==> src/rtl/uart_tx_serializer.sv <==
// uart_tx_serializer
//   Purpose : UART transmit stage. Accepts one data word per valid/ready
//             handshake and shifts it out as a frame: start bit, data
//             LSB-first, optional parity, STOP_BITS stop bits. All bit timing
//             comes from the external baud_tick pulse; there is no divider.
//   Latency : handshake to start-bit edge is one SYNC wait (up to one baud
//             period) so the start bit is always a full period long.
//   Backpressure: tx_ready is high only in IDLE; tx_data/tx_valid are ignored
//             while a frame is in flight.
//   Config  : `define UART_TX_PARITY_EN adds the PARITY state and parity bit
//             (even when PARITY_ODD=0, odd when PARITY_ODD=1). Without it the
//             frame has no parity bit and PARITY_ODD is ignored.
//
// Ports
//   clk        system clock
//   reset      asynchronous, active-high; drops any partial frame
//   baud_tick  one-clk pulse per bit period
//   tx_data    word to send, sampled on the handshake edge
//   tx_valid   upstream has a word
//   tx_ready   block can accept (IDLE only)
//   tx         registered serial line, idle high
//   tx_busy    high whenever the FSM is not in IDLE
//   tx_done    one-clk pulse on the first cycle back in IDLE
module uart_tx_serializer #(
  parameter int DATA_BITS  = 8,
  parameter int STOP_BITS  = 1,
  parameter int PARITY_ODD = 0
) (
  input  logic                 clk,
  input  logic                 reset,
  input  logic                 baud_tick,
  input  logic [DATA_BITS-1:0] tx_data,
  input  logic                 tx_valid,
  output logic                 tx_ready,
  output logic                 tx,
  output logic                 tx_busy,
  output logic                 tx_done
);

  localparam int               IDX_W     = $clog2(DATA_BITS);
  localparam logic [IDX_W-1:0] LAST_IDX  = IDX_W'(DATA_BITS - 1);
  // Stop-bit counter is a single bit, enough for one or two stop bits.
  localparam logic             LAST_STOP = 1'(STOP_BITS - 1);

  // Parameter legality, caught at elaboration.
  if (DATA_BITS < 5 || DATA_BITS > 9) begin : g_bad_data_bits
    $error("uart_tx_serializer: DATA_BITS must be 5..9");
  end
  if (STOP_BITS < 1 || STOP_BITS > 2) begin : g_bad_stop_bits
    $error("uart_tx_serializer: STOP_BITS must be 1 or 2");
  end
  if (PARITY_ODD < 0 || PARITY_ODD > 1) begin : g_bad_parity_odd
    $error("uart_tx_serializer: PARITY_ODD must be 0 or 1");
  end

  typedef enum logic [2:0] {
    S_IDLE   = 3'd0,
    S_SYNC   = 3'd1,
    S_START  = 3'd2,
    S_DATA   = 3'd3,
    S_STOP   = 3'd4
`ifdef UART_TX_PARITY_EN
    , S_PARITY = 3'd5
`endif
  } state_e;

  state_e               state_q, state_d;
  logic [DATA_BITS-1:0] shift_q, shift_d;
  logic [IDX_W-1:0]     bit_idx_q, bit_idx_d;
  logic                 stop_cnt_q, stop_cnt_d;
  logic                 tx_q, tx_d;
  logic                 tx_ready_q, tx_ready_d;
  logic                 tx_busy_q, tx_busy_d;
  logic                 tx_done_q, tx_done_d;
`ifdef UART_TX_PARITY_EN
  localparam logic      PAR_INV = 1'(PARITY_ODD);
  logic                 parity_q, parity_d;
`endif

  always_comb begin
    state_d    = state_q;
    shift_d    = shift_q;
    bit_idx_d  = bit_idx_q;
    stop_cnt_d = stop_cnt_q;
    tx_d       = tx_q;
    tx_done_d  = 1'b0;
`ifdef UART_TX_PARITY_EN
    parity_d   = parity_q;
`endif

    case (state_q)
      S_IDLE: begin
        tx_d = 1'b1;
        // baud_tick is deliberately ignored here: a tick on the handshake
        // edge only moves us to SYNC, so the start bit waits for the next
        // tick and is a full period long.
        if (tx_valid && tx_ready_q) begin
          state_d = S_SYNC;
          shift_d = tx_data;
`ifdef UART_TX_PARITY_EN
          // Parity is taken from the word as accepted; later tx_data
          // changes cannot affect it.
          parity_d = (^tx_data) ^ PAR_INV;
`endif
        end
      end

      S_SYNC: begin
        if (baud_tick) begin
          state_d = S_START;
          tx_d    = 1'b0;
        end
      end

      S_START: begin
        if (baud_tick) begin
          state_d   = S_DATA;
          tx_d      = shift_q[0];
          bit_idx_d = '0;
        end
      end

      S_DATA: begin
        if (baud_tick) begin
          if (bit_idx_q == LAST_IDX) begin
`ifdef UART_TX_PARITY_EN
            state_d    = S_PARITY;
            tx_d       = parity_q;
`else
            state_d    = S_STOP;
            tx_d       = 1'b1;
            stop_cnt_d = 1'b0;
`endif
          end else begin
            // shift_q[0] is on the line now; bit 1 goes out next.
            shift_d   = shift_q >> 1;
            tx_d      = shift_q[1];
            bit_idx_d = bit_idx_q + IDX_W'(1);
          end
        end
      end

`ifdef UART_TX_PARITY_EN
      S_PARITY: begin
        if (baud_tick) begin
          state_d    = S_STOP;
          tx_d       = 1'b1;
          stop_cnt_d = 1'b0;
        end
      end
`endif

      S_STOP: begin
        if (baud_tick) begin
          if (stop_cnt_q == LAST_STOP) begin
            state_d   = S_IDLE;
            tx_d      = 1'b1;
            tx_done_d = 1'b1;
          end else begin
            stop_cnt_d = stop_cnt_q + 1'b1;
          end
        end
      end

      default: begin
        state_d = S_IDLE;
        tx_d    = 1'b1;
      end
    endcase

    // Status outputs are registered from the next state so they line up
    // with state_q on every cycle.
    tx_ready_d = (state_d == S_IDLE);
    tx_busy_d  = (state_d != S_IDLE);
  end

  always_ff @(posedge clk or posedge reset) begin
    if (reset) begin
      state_q    <= S_IDLE;
      shift_q    <= '0;
      bit_idx_q  <= '0;
      stop_cnt_q <= 1'b0;
      tx_q       <= 1'b1;
      tx_ready_q <= 1'b1;
      tx_busy_q  <= 1'b0;
      tx_done_q  <= 1'b0;
`ifdef UART_TX_PARITY_EN
      parity_q   <= 1'b0;
`endif
    end else begin
      state_q    <= state_d;
      shift_q    <= shift_d;
      bit_idx_q  <= bit_idx_d;
      stop_cnt_q <= stop_cnt_d;
      tx_q       <= tx_d;
      tx_ready_q <= tx_ready_d;
      tx_busy_q  <= tx_busy_d;
      tx_done_q  <= tx_done_d;
`ifdef UART_TX_PARITY_EN
      parity_q   <= parity_d;
`endif
    end
  end

  assign tx       = tx_q;
  assign tx_ready = tx_ready_q;
  assign tx_busy  = tx_busy_q;
  assign tx_done  = tx_done_q;

endmodule

==> config.mk <==
export PLATFORM = sky130hd
export DESIGN_NAME = uart_tx_serializer
export DESIGN_NICKNAME = d
export VERILOG_FILES = /design/src/rtl/uart_tx_serializer.sv
export SDC_FILE = /design/constraint.sdc
export NUM_CORES = 1
export LEC_CHECK = 0
export BUFFER_PORTS_ARGS = -buffer_cell sky130_fd_sc_hd__buf_2
export CORE_MARGIN = 2
export CORE_UTILIZATION = 50
export CTS_CLUSTER_SIZE = 10
export DETAILED_ROUTE_END_ITERATION = 8
export GPL_ROUTABILITY_DRIVEN = 0
export HOLD_SLACK_MARGIN = 0.05
export PLACE_DENSITY = 0.73
export REMOVE_ABC_BUFFERS = 1
export SLEW_MARGIN = 20
export SYNTH_ARGS = -nofsm -noshare
export SYNTH_HDL_FRONTEND = slang
export SYNTH_SLANG_ARGS = --single-unit
==> constraint.sdc <==
create_clock -name clk -period 3.75 [get_ports clk]
set_input_delay 0.75 -clock clk [delete_from_list [all_inputs] [get_ports clk]]
set_output_delay 0.75 -clock clk [all_outputs]
set_load 0.05 [all_outputs]
; Word level (Yosys, flattened, before mapping)
; Cells that the tools add are included.
[classes]
add_sub_neg = 2
eq_ne = 13
muxes = 31
n_reduce_logical = 11
[ops]
columns = op, n
row1 = 3-bit two-way mux, 10
row2 = 8-bit two-way mux, 3
row3 = 2-bit != test (second input constant), 8
row4 = 8-bit case mux with 2 select lines, 1
row5 = 3-bit case mux with 5 select lines, 1
row6 = 1-bit two-way mux, 13
row7 = 4-bit AND reduction, 3
row8 = 3-bit by 2-bit == test with 1-bit output (second input constant), 2
row9 = 3-bit == test (second input constant), 2
row10 = 3-bit logical NOT, 2
row11 = 3-bit case mux with 2 select lines, 1
row12 = 2-bit nonzero test, 3
row13 = 5-bit AND reduction, 1
row14 = 1-bit case mux with 4 select lines, 1
row15 = 3-bit by 1-bit adder with 3-bit output (second input constant), 1
row16 = 3-bit by 1-bit == test with 1-bit output (second input constant), 1
row17 = 3-bit nonzero test, 1
row18 = 1-bit case mux with 2 select lines, 1
row19 = 1-bit adder (second input constant), 1
row20 = 1-bit logical AND, 1
[word_totals]
register_bits = 19
inputBits = 12
out_inout_bits = 4
wordCells = 65

; Depth between registers and ports, before layout
; Gate-level depths: netlist of run 1.
[logic_depth]
depth_word = 5
depth_mapped = 5
mapped_depth_nobuf = 5

; Least setup slack after synthesis of run 1
; Ideal clock, no wire load.
[synth_path]
path_type = input to register
start = in baud_tick
end = reg shift_q[1]
setup_time_ps = 125
t_arrival_ps = 1616
required_ps = 3625
slack_ps = 2009
stages = 5
cell_sequence = buf_2 -> nand4b_2 -> nor2_8 -> nor2_8 -> mux2_4
[synth_between]
elab_chain_cells = 2
[synth_lines]
columns = item, line
row1 = start: declaration, 31  ; input logic baud_tick,
row2 = 2-bit != test (no source line), n/a
row3 = 4-bit AND reduction (no source line), n/a
row4 = end signal: assignment, 192  ; shift_q <= shift_d;
row5 = end: declaration, 68  ; logic [DATA_BITS-1:0] shift_q, shift_d;
; Every way passes these cells.
; A chain may end at the register's enable or synchronous reset.

; Worst setup path after layout of run 1
[layout_path]
start = reg tx_ready_q (netlist: tx_ready)
end = out tx_ready
[layout_rtl]
columns = item, line
row1 = start: declaration, 72  ; logic tx_ready_q, tx_ready_d;
row2 = start signal: assignment, 196  ; tx_ready_q <= tx_ready_d;
row3 = end: declaration, 34  ; output logic tx_ready,
; No word-level cell between the ends.

==> reports/results.txt, run 1 <==
Post-DP HPWL - 1220 um
Status - finished clean
CTS Buf Count - 3
Resized Gates After CTS - 0
Worst endpoint required time - 3.00 ns
Slowest CP cell - dfstp_2
Hold_ws - 0.501 ns
Maxcap violations - 0
Clk_skew - 0.000736 ns
Die footprint - 2320 um^2
Post-CTS Hold Buffers - 0
Post-CTS setup buffers - 0
Lkg Pwr - 0.536 nW
Power Density - 601 nW/um^2
Top-count cell post-synth - dfrtp_1
Fin area - 1080 um^2
Tmin final - 1.85 ns
Final Slew Violations - 0
TritonCTS clock tree - yes
GRT Overall Usage - 17.4%
H-tree depth - 1
DR vias - 605
Hold Violations, Final - 0
Nets@finish - 102
Final ANT Viol Nets - 0
Clock transition at the registers of the reported paths - 0.10 ns
Vias in the first global route - 638
Bufs on Longest Clock Path - 2
Peak Freq - 0.540 GHz
Core area - 1780 um^2
Synth Flop Type - dfrtp_1
Worst path arrival time - 1.10 ns
# DRC - 0
Worst reg2reg path endpoint - shift_q[6]
Crit path capture - tx_ready
Initial antenna violation count - 0
Die Y - 48.1 um
Largest cells by area after synthesis - dfrtp_1 41%, mux2_4 9.3%, mux2_2 8.1%, nor2_8 6.2%, dfstp_2 5.4%
Mapped Area - 973 um^2
Layout cells sized above 1 - 48.3%
WS Path Type - reg -> out
Avg WL per Cell - 14.1 um
Yosys top cell area share - 41.1%
Delay of the slowest critical-path stage - 0.55 ns
Initial Utilization - 54.6%
Area growth syn-to-layout - 11.1%
Async S/R FF share, synth - 100%
WP depth - 1
IO Count - 16
Area post-placement - 1040 um^2
Worst R2R Setup Slack - 2.12 ns
Final period utilization - 49.4%
Min-delay src - shift_q[7]
Clk_lat worst skew - 0.29 ns
Die Width - 48.1 um
Cells along the critical path - buf_2
Port Buffer Count - 15
Syn_area_per_cell - 13.5 um^2
N_diodes - 0
Critical Path End Type - output port
Finish-stage setup viols - 0
Worst hold path type - reg -> reg
Total Routed Length - 1580 um
Peak supply drop - 273 uV
Setup TNS - 0 ns
Yosys top cell by area - dfrtp_1
Synth top cells by count - 16 x dfrtp_1, 7 x mux2_2, 6 x mux2_4, 4 x a21oi_1, 4 x inv_1
Largest net degree at the start of global routing - 19
Clk sinks - 18
Delay-heaviest family, CP - flip-flops
Buf/Inv on CP - 1
Syn. warnings - 0
First-pass GRT wire length - 2810 um
DRT Pass-1 Iters - 4
Initial DRC Count - 6
Worst-path maximum fanout - 2
RSZ-0062 raised after global routing - no
Crit path from - tx_ready
Post-synth EDFFs - 0
Overflow left after global routing - 0
Reg-to-Reg Start - state_q[0]
Register area share after synthesis - 46.5%
Slew of the pin with the lowest slew margin - 0.651 ns
Number of vias per cell - 5.40
Type of origin of the critical path - flop
Reg2Reg Depth - 4
Syn Inst Count - 72
Rows - 15
Root Driver - clkbuf_4
Rel. slew slack - 56.6%
Seq cells post-synth - 18
Cell variety after synth - 29
## how the worst min path moves through the flow
stage,to,slack [ns],cells past startpoint
3_3_place_gp,shift_q[7],0.48,1
4_1_cts,shift_q[7],0.51,1
6_report,shift_q[7],0.50,1
3_5_place_dp,shift_q[7],0.48,1
2_1_floorplan,shift_q[7],0.46,1
5_1_grt,bit_idx_q[2],0.55,1
## state kept, by name, indices dropped and copies added, names as in the netlist
signal and flops:
tx_busy 1, state_q 3, tx_ready 1, tx 1, shift_q 8, bit_idx_q 3, tx_done 1
## cell families (layout without fill, tap and decap cells)
group / after synthesis / in the layout / synth area share, %
flops: 18 / 18 / 46.5
fa+ha+maj: 2 / 2 / 2.57
mux: 15 / 15 / 19.4
compound gates: 11 / 11 / 8.10
buf+inv: 8 / 23 / 5.14
xor+xnor: 1 / 1 / 0.900
simple gates: 17 / 17 / 17.4
## cell usage in the layout, fill, tap and decap left out, drive strengths merged
master | synthesis | routed
dfrtp | 16 | 16
buf | 4 | 15
mux2 | 13 | 13
nor2 | 6 | 6
inv | 4 | 4
a21oi | 4 | 4
clkbuf | 0 | 4
mux2i | 2 | 2
nand2 | 2 | 2
nor3 | 2 | 2
a22o | 2 | 2
ha | 2 | 2
dfstp | 2 | 2
nand3b | 2 | 2
and4b | 1 | 1
nand4b | 1 | 1
o21bai | 1 | 1
and4 | 1 | 1
o22ai | 1 | 1
or3 | 1 | 1
xor2 | 1 | 1
o211ai | 1 | 1
o32a | 1 | 1
nand2b | 1 | 1
a32o | 1 | 1
## power breakdown
group	switching [mW]	internal, mW	total, mW	leakage (nW)
Sequential	0.0467	0.256	0.303	0.215
Clock	0.0587	0.0592	0.118	0.0210
Combinational	0.101	0.128	0.228	0.299
Total	0.206	0.443	0.649	0.536
## per-layer routing
metal | up-vias | share of wire (%) | track usage [%]
met3 | 2 | 4.3 | 5.56
li1 | 289 | - | -
met2 | 12 | 51 | 29.3
met1 | 302 | 44 | 22.2
met5 | - | 0 | 0
met4 | 0 | 0.63 | 3.24
## through the flow
stage | cells | util (%) | setup WS [ns] | power (mW)
after floorplan | 68 | - | 2.17 | 0.488
after global placement | 108 | 58.6 | 1.95 | 0.525
after detailed placement | 108 | 58.6 | 1.90 | 0.538
after CTS | 112 | 60.6 | 1.89 | 0.658
after global routing | 112 | 60.6 | 1.86 | 0.690
final | 112 | 60.6 | 1.90 | 0.649
## cell type report
cell class	count	area (um^2)
multi-input cells	46	470
repair buffers	15	75.1
flip-flops and latches	18	453
clock buffers	4	36.3
fillers	150	702
well taps	25	31.3
inverters	4	15.0
(Power assumes the default switching activity.)
==> inputs of run 2 (changes only) <==
- CORE_UTILIZATION: 50 -> 48
- clock period: 3.75 -> 1.5 ns (I/O delays scaled with it)
==> run 2 against run 1 <==
- clock skew up 0.0054 ns
- non-clock buffer count is 10 higher
- power increased to 2.6 times the previous value
- critical path type is now reg -> reg
- critical endpoint is now shift_q[4]
- largest cell class unchanged
- largest power group unchanged
==> reports/results.txt, run 2 (same netlist as run 1, synthesis figures left out) <==
Status - finished clean (unchanged)
DR vias - 634 (was 605)
Delay-heaviest family, CP - simple AND/OR/NAND/NOR gates (was flip-flops)
Total Routed Length - 1740 um (was 1580 um)
Bufs on Longest Clock Path - 2 (unchanged)
Nets@finish - 112 (was 102)
Type of origin of the critical path - flop (unchanged)
Area growth syn-to-layout - 21.6% (was 11.1%)
GRT Overall Usage - 16.7% (was 17.4%)
Setup WS post-layout - 0.0691 ns (was 1.90 ns)
TritonCTS clock tree - yes (unchanged)
Worst-path maximum fanout - 8 (was 2)
Rows - 16 (was 15)
Seq. cell area - 457 um^2 (was 453 um^2)
Fillcell total - 171 (was 150)
Dpl ws - -0.0578 ns (was 1.90 ns)
RSZ-0062 raised after global routing - no (unchanged)
Buf/Inv on CP - 0 (was 1)
Core area - 1940 um^2 (was 1780 um^2)
Cells along the critical path - nor2_8 > and4b_4 > nor2_8 > mux2_4 (was buf_2)
Vias in the first global route - 645 (was 638)
Root Driver - clkbuf_4 (unchanged)
Clock transition at the registers of the reported paths - 0.11 ns (was 0.10 ns)
Clk sinks - 18 (unchanged)
Rel. slew slack - 77.8% (was 56.6%)
Critical Path End Type - flop (was output port)
Post-DP HPWL - 1260 um (was 1220 um)
Fin area - 1180 um^2 (was 1080 um^2)
Layout cells sized above 1 - 58.8% (was 48.3%)
Peak supply drop - 921 uV (was 273 uV)
Die footprint - 2400 um^2 (was 2320 um^2)
Power Density - 1450 nW/um^2 (was 601 nW/um^2)
Top cell by count, worst path - nor2_8
Max reg flops - 8 (unchanged)
Die Width - 49.0 um (was 48.1 um)
Initial DRC Count - 5 (was 6)
Final period utilization - 95.4%
Worst path arrival time - 1.62 ns (was 1.10 ns)
IO Count - 16 (unchanged)
Worst endpoint required time - 1.69 ns (was 3.00 ns)
# DRC - 0 (unchanged)
Commonest non-fill, non-tap cell in the layout - buf_2 (was dfrtp_1)
Slowest CP cell - dfrtp_2 (was dfstp_2)
Maxcap violations - 0 (unchanged)
Top reg by flops - shift_q (unchanged)
Largest regs - shift_q x8, bit_idx_q x3, state_q x3 (unchanged)
Final Slew Violations - 0 (unchanged)
Worst hold path type - in -> reg (was reg -> reg)
Hold Violations, Final - 0 (unchanged)
Area post-placement - 1110 um^2 (was 1040 um^2)
Delay of the slowest critical-path stage - 0.50 ns (was 0.55 ns)
Initial antenna violation count - 0 (unchanged)
Avg WL per Cell - 14.0 um (was 14.1 um)
H-tree depth - 1 (unchanged)
Slew of the pin with the lowest slew margin - 0.330 ns (was 0.651 ns)
Final ANT Viol Nets - 0 (unchanged)
N_diodes - 0 (unchanged)
Clk_skew - 0.00610 ns (was 0.000736 ns)
Port Buffer Count - 15 (unchanged)
CTS Buf Count - 3 (unchanged)
First-pass GRT wire length - 3040 um (was 2810 um)
Initial Utilization - 50.1% (was 54.6%)
Number of vias per cell - 5.11 (was 5.40)
WS Path Type - reg -> reg (was reg -> out)
Tmin final - 1.43 ns
Finish-stage setup viols - 0 (unchanged)
Largest net degree at the start of global routing - 19 (unchanged)
Die Y - 49.0 um (was 48.1 um)
Commonest non-fill, non-tap cells in the layout - 15 x buf_2, 13 x dfrtp_1, 9 x buf_4, 7 x mux2_2, 6 x mux2_4 (was 16 x dfrtp_1, 15 x buf_2, 7 x mux2_2, 6 x mux2_4)
Overflow left after global routing - 0 (unchanged)
Multi-input combinational cell area - 489 um^2 (was 470 um^2)
Clk_lat worst skew - 0.30 ns (was 0.29 ns)
Lkg Pwr - 0.577 nW (was 0.536 nW)
DRT Pass-1 Iters - 2 (was 4)
Peak Freq - 0.699 GHz
Post-CTS setup buffers - 0 (unchanged)
## run 2: cell count changes in the layout (fill, tap and decap cells not counted), sizes merged
cell         delta
dlygate4sd3     +1
buf             +9
## run 2: where the power goes
group	internal, mW	switching (mW)	total [mW]
Clock	0.148	0.154	0.302
Sequential	0.643	0.118	0.761
Combinational	0.376	0.275	0.651
## run 2: routing by layer
layer | global-route usage (%) | wire [um] | up-vias
met4 | 5.71 | 12 | 0
met2 | 27.6 | 931 | 7
met3 | 5.52 | 42 | 2
met5 | 0 | 0 | -
li1 | - | - | 309
met1 | 20.3 | 754 | 316
## run 2: final cells by class
cell class / count / area share (%)
multi-input cells: 46 / 41.3
flip-flops and latches: 18 / 38.6
repair buffers: 25 / 12.9
clock buffers: 4 / 3.07
well taps: 27 / 2.85
inverters: 4 / 1.27
## run 2: metrics by stage
step           hold WS, ns  setup TNS (ns)  total power [mW]  utilization [%]  cells
2_1_floorplan        0.237               0              1.22                -     68
3_3_place_gp         0.322        -0.00369              1.36             57.4    119
3_5_place_dp         0.326         -0.0743              1.39             57.4    119
4_1_cts              0.244               0              1.70             60.2    124
5_1_grt              0.264               0              1.83             61.0    124
6_report             0.252               0              1.71             61.0    124
## run 2: worst reg2reg max path: stages (launching register included)
cell and delay [ns]:
dfrtp_2 0.50, nor2_8 0.15, and4b_4 0.30, nor2_8 0.08, mux2_4 0.30
## run 2: final timing paths
kind | depth (start not counted) | start | to | slack (ns)
max | 4 | state_q[0] | shift_q[4] | 0.07
min | 2 | tx_data[7] | shift_q[7] | 0.25
max reg2reg | 4 | state_q[0] | shift_q[4] | 0.07
min reg2reg | 1 | shift_q[7] | shift_q[7] | 0.51
max in group asynchronous | 4 | reset | tx_ready | 0.69
min in group asynchronous | 4 | reset | shift_q[1] | 0.55
## run 2: timing repair
| action | in CTS | in global routing |
|---|---|---|
| hold buffers | 1 | 0 |
| endpoints found under the setup margin | 10 | 8 |
| resized for setup | 4 | 3 |
| hold endpoints to repair | 16 | 0 |
==> inputs of run 3 (changes only) <==
--- a/config.mk
+++ b/config.mk
@@ -9,9 +9,9 @@
 export CORE_MARGIN = 2
 export CORE_UTILIZATION = 48
-export CTS_CLUSTER_SIZE = 10
+export CTS_CLUSTER_SIZE = 40
 export DETAILED_ROUTE_END_ITERATION = 8
 export GPL_ROUTABILITY_DRIVEN = 0
 export HOLD_SLACK_MARGIN = 0.05
-export PLACE_DENSITY = 0.73
+export PLACE_DENSITY = 0.72
 export REMOVE_ABC_BUFFERS = 1
 export SLEW_MARGIN = 20
==> constraint.sdc (replaced) <==
create_clock -name clk -period 1.5 [get_ports clk]
set_input_delay 0.3 -clock clk [delete_from_list [all_inputs] [get_ports clk]]
set_output_delay 0.3 -clock clk [all_outputs]
set_load 0.02 [all_outputs]
==> run 3 against run 2 <==
- non-clock buffer count rose by 1
- critical path depth rose by 1
- setup slack got worse by 0.0045 ns
- final area fell by 0.63%
- power fell by 5.9%
- clock skew fell by 0.0056 ns
- maximum frequency fell by 0.31%
- critical endpoint is now bit_idx_q[0]
==> reports/results.txt, run 3 (same netlist as run 1, synthesis figures left out) <==
Status - finished clean (unchanged)
Rel. slew slack - 85.0% (was 77.8%)
N_diodes - 0 (unchanged)
Avg WL per Cell - 14.3 um (was 14.0 um)
Internal power - 1.11 mW (was 1.17 mW)
GRT Overall Usage - 17.7% (was 16.7%)
Die Width - 49.0 um (unchanged)
Clk_lat worst skew - 0.29 ns (was 0.30 ns)
Type of origin of the critical path - flop (unchanged)
Die footprint - 2400 um^2 (unchanged)
Initial Utilization - 50.1% (unchanged)
Switching Share - 31.0% (was 31.9%)
# DRC - 0 (unchanged)
Slew of the pin with the lowest slew margin - 0.224 ns (was 0.330 ns)
Worst-path maximum fanout - 3 (was 8)
Post-CTS setup buffers - 0 (unchanged)
Peak Freq - 0.697 GHz (was 0.699 GHz)
Initial DRC Count - 0 (was 5)
Clk sinks - 18 (unchanged)
Number of vias per cell - 5.12 (was 5.11)
Worst endpoint required time - 1.69 ns (about the same)
Die Y - 49.0 um (unchanged)
Largest regs - shift_q x8, bit_idx_q x3, state_q x3 (unchanged)
Layout cells sized above 1 - 57.7% (was 58.8%)
Commonest non-fill, non-tap cell in the layout - buf_2 (unchanged)
Area growth syn-to-layout - 20.8% (was 21.6%)
Fillcell total - 176 (was 171)
Finished Layout Cells - 124 (unchanged)
Initial antenna violation count - 0 (unchanged)
Maxcap violations - 0 (unchanged)
Lkg Pwr - 0.577 nW (about the same)
First-pass GRT wire length - 3190 um (was 3040 um)
Net switching power - 0.500 mW (was 0.547 mW)
Nets@finish - 113 (was 112)
Area post-placement - 1120 um^2 (was 1110 um^2)
Top reg by flops - shift_q (unchanged)
Root Driver - clkbuf_4 (unchanged)
DRT Pass-1 Iters - 1 (was 2)
Clock transition at the registers of the reported paths - 0.10 ns (was 0.11 ns)
Multi-input combinational cell area - 489 um^2 (unchanged)
Hold Violations, Final - 0 (unchanged)
Final period utilization - 95.7% (was 95.4%)
Flop pwr share - 46.7% (was 44.4%)
WS Path Type - reg -> reg (unchanged)
Vias in the first global route - 698 (was 645)
Tmin final - 1.44 ns (was 1.43 ns)
Clock share of power - 14.8% (was 17.6%)
TritonCTS clock tree - yes (unchanged)
Rows - 16 (unchanged)
Combinational share of power - 38.5% (was 38.0%)
RSZ-0062 raised after global routing - no (unchanged)
Final Slew Violations - 0 (unchanged)
Peak supply drop - 909 uV (was 921 uV)
Total Routed Length - 1780 um (was 1740 um)
Power Density - 1370 nW/um^2 (was 1450 nW/um^2)
DR vias - 635 (was 634)
Largest net degree at the start of global routing - 19 (unchanged)
Max reg flops - 8 (unchanged)
Finish-stage setup viols - 0 (unchanged)
Bufs on Longest Clock Path - 2 (unchanged)
Clk_skew - 0.000502 ns (was 0.00610 ns)
IO Count - 16 (unchanged)
Core area - 1940 um^2 (unchanged)
Post-Place Cells - 120 (was 119)
Post-DP HPWL - 1320 um (was 1260 um)
Commonest non-fill, non-tap cells in the layout - 15 x buf_2, 14 x dfrtp_1, 10 x buf_4, 7 x mux2_2, 6 x mux2_4 (was 15 x buf_2, 13 x dfrtp_1, 9 x buf_4, 7 x mux2_2, 6 x mux2_4)
Port Buffer Count - 15 (unchanged)
Seq. cell area - 455 um^2 (was 457 um^2)
Worst path arrival time - 1.62 ns (about the same)
Final ANT Viol Nets - 0 (unchanged)
Overflow left after global routing - 0 (unchanged)
Fin area - 1180 um^2 (about the same)
CTS Buf Count - 3 (unchanged)
Worst hold path type - in -> reg (unchanged)
Critical Path End Type - flop (unchanged)
H-tree depth - 1 (unchanged)
-- run 3: changes by cell type in the layout (fill, tap and decap cells not counted), sizes merged --
cell    before  now
buf         24   25
clkbuf       4    3
-- run 3: path summary, 6_finish.rpt --
check / start / cells past startpoint / endpoint / slack [ns]
min in group asynchronous: reset / 4 / shift_q[4] / 0.55
worst max-delay path: bit_idx_q[0] / 5 / bit_idx_q[0] / 0.06
worst max register to register: bit_idx_q[0] / 5 / bit_idx_q[0] / 0.06
max in group asynchronous: reset / 4 / tx / 0.70
worst min register to register: shift_q[7] / 1 / shift_q[7] / 0.51
worst min-delay path: tx_data[7] / 2 / shift_q[7] / 0.25
-- run 3: per-layer routing --
layer	track usage [%]	up-vias	part of all wire (%)
met5	0	-	0
met3	3.68	5	2.3
li1	-	311	-
met4	10.5	0	2.5
met2	28.3	9	51
met1	22.0	310	44
-- run 3: cell type report --
class                   count  area share [%]
well taps                  27            2.87
repair buffers             26            13.6
multi-input cells          46            41.6
clock buffers               3            1.91
inverters                   4            1.28
flip-flops and latches     18            38.7
-- run 3: worst max-delay path: stages (launching register included) --
cell	delay, ns
dfrtp_1	0.39
ha_2	0.20
ha_4	0.18
a21oi_2	0.16
nand2b_1	0.11
mux2_2	0.28
-- run 3: repair_timing --
action                                  CTS  global route
endpoints found under the setup margin   10             5
gates resized for setup                   4             2
hold endpoints to repair                 16             0
hold buffers                              1             0
-- run 3: per-stage QoR --
stage | hold WS, ns | power, mW | setup WS (ns) | setup TNS, ns | util [%]
after floorplan | 0.237 | 1.18 | 0.00308 | 0 | -
after detailed placement | 0.323 | 1.36 | -0.0737 | -0.126 | 57.8
final | 0.252 | 1.61 | 0.0646 | 0 | 60.6
after global placement | 0.321 | 1.32 | 0.00564 | 0 | 57.8
after CTS | 0.253 | 1.60 | 0.0258 | 0 | 59.9
after global routing | 0.267 | 1.72 | 0.0101 | 0 | 60.6
-- run 3: power by group through the flow --
stage,Clock (mW),Combinational (mW),Sequential (mW)
finish,0.239,0.621,0.753
global route,0.278,0.665,0.777
CTS,0.241,0.613,0.749
detailed placement,0,0.602,0.755
global placement,0,0.575,0.747
floorplan,0,0.426,0.757
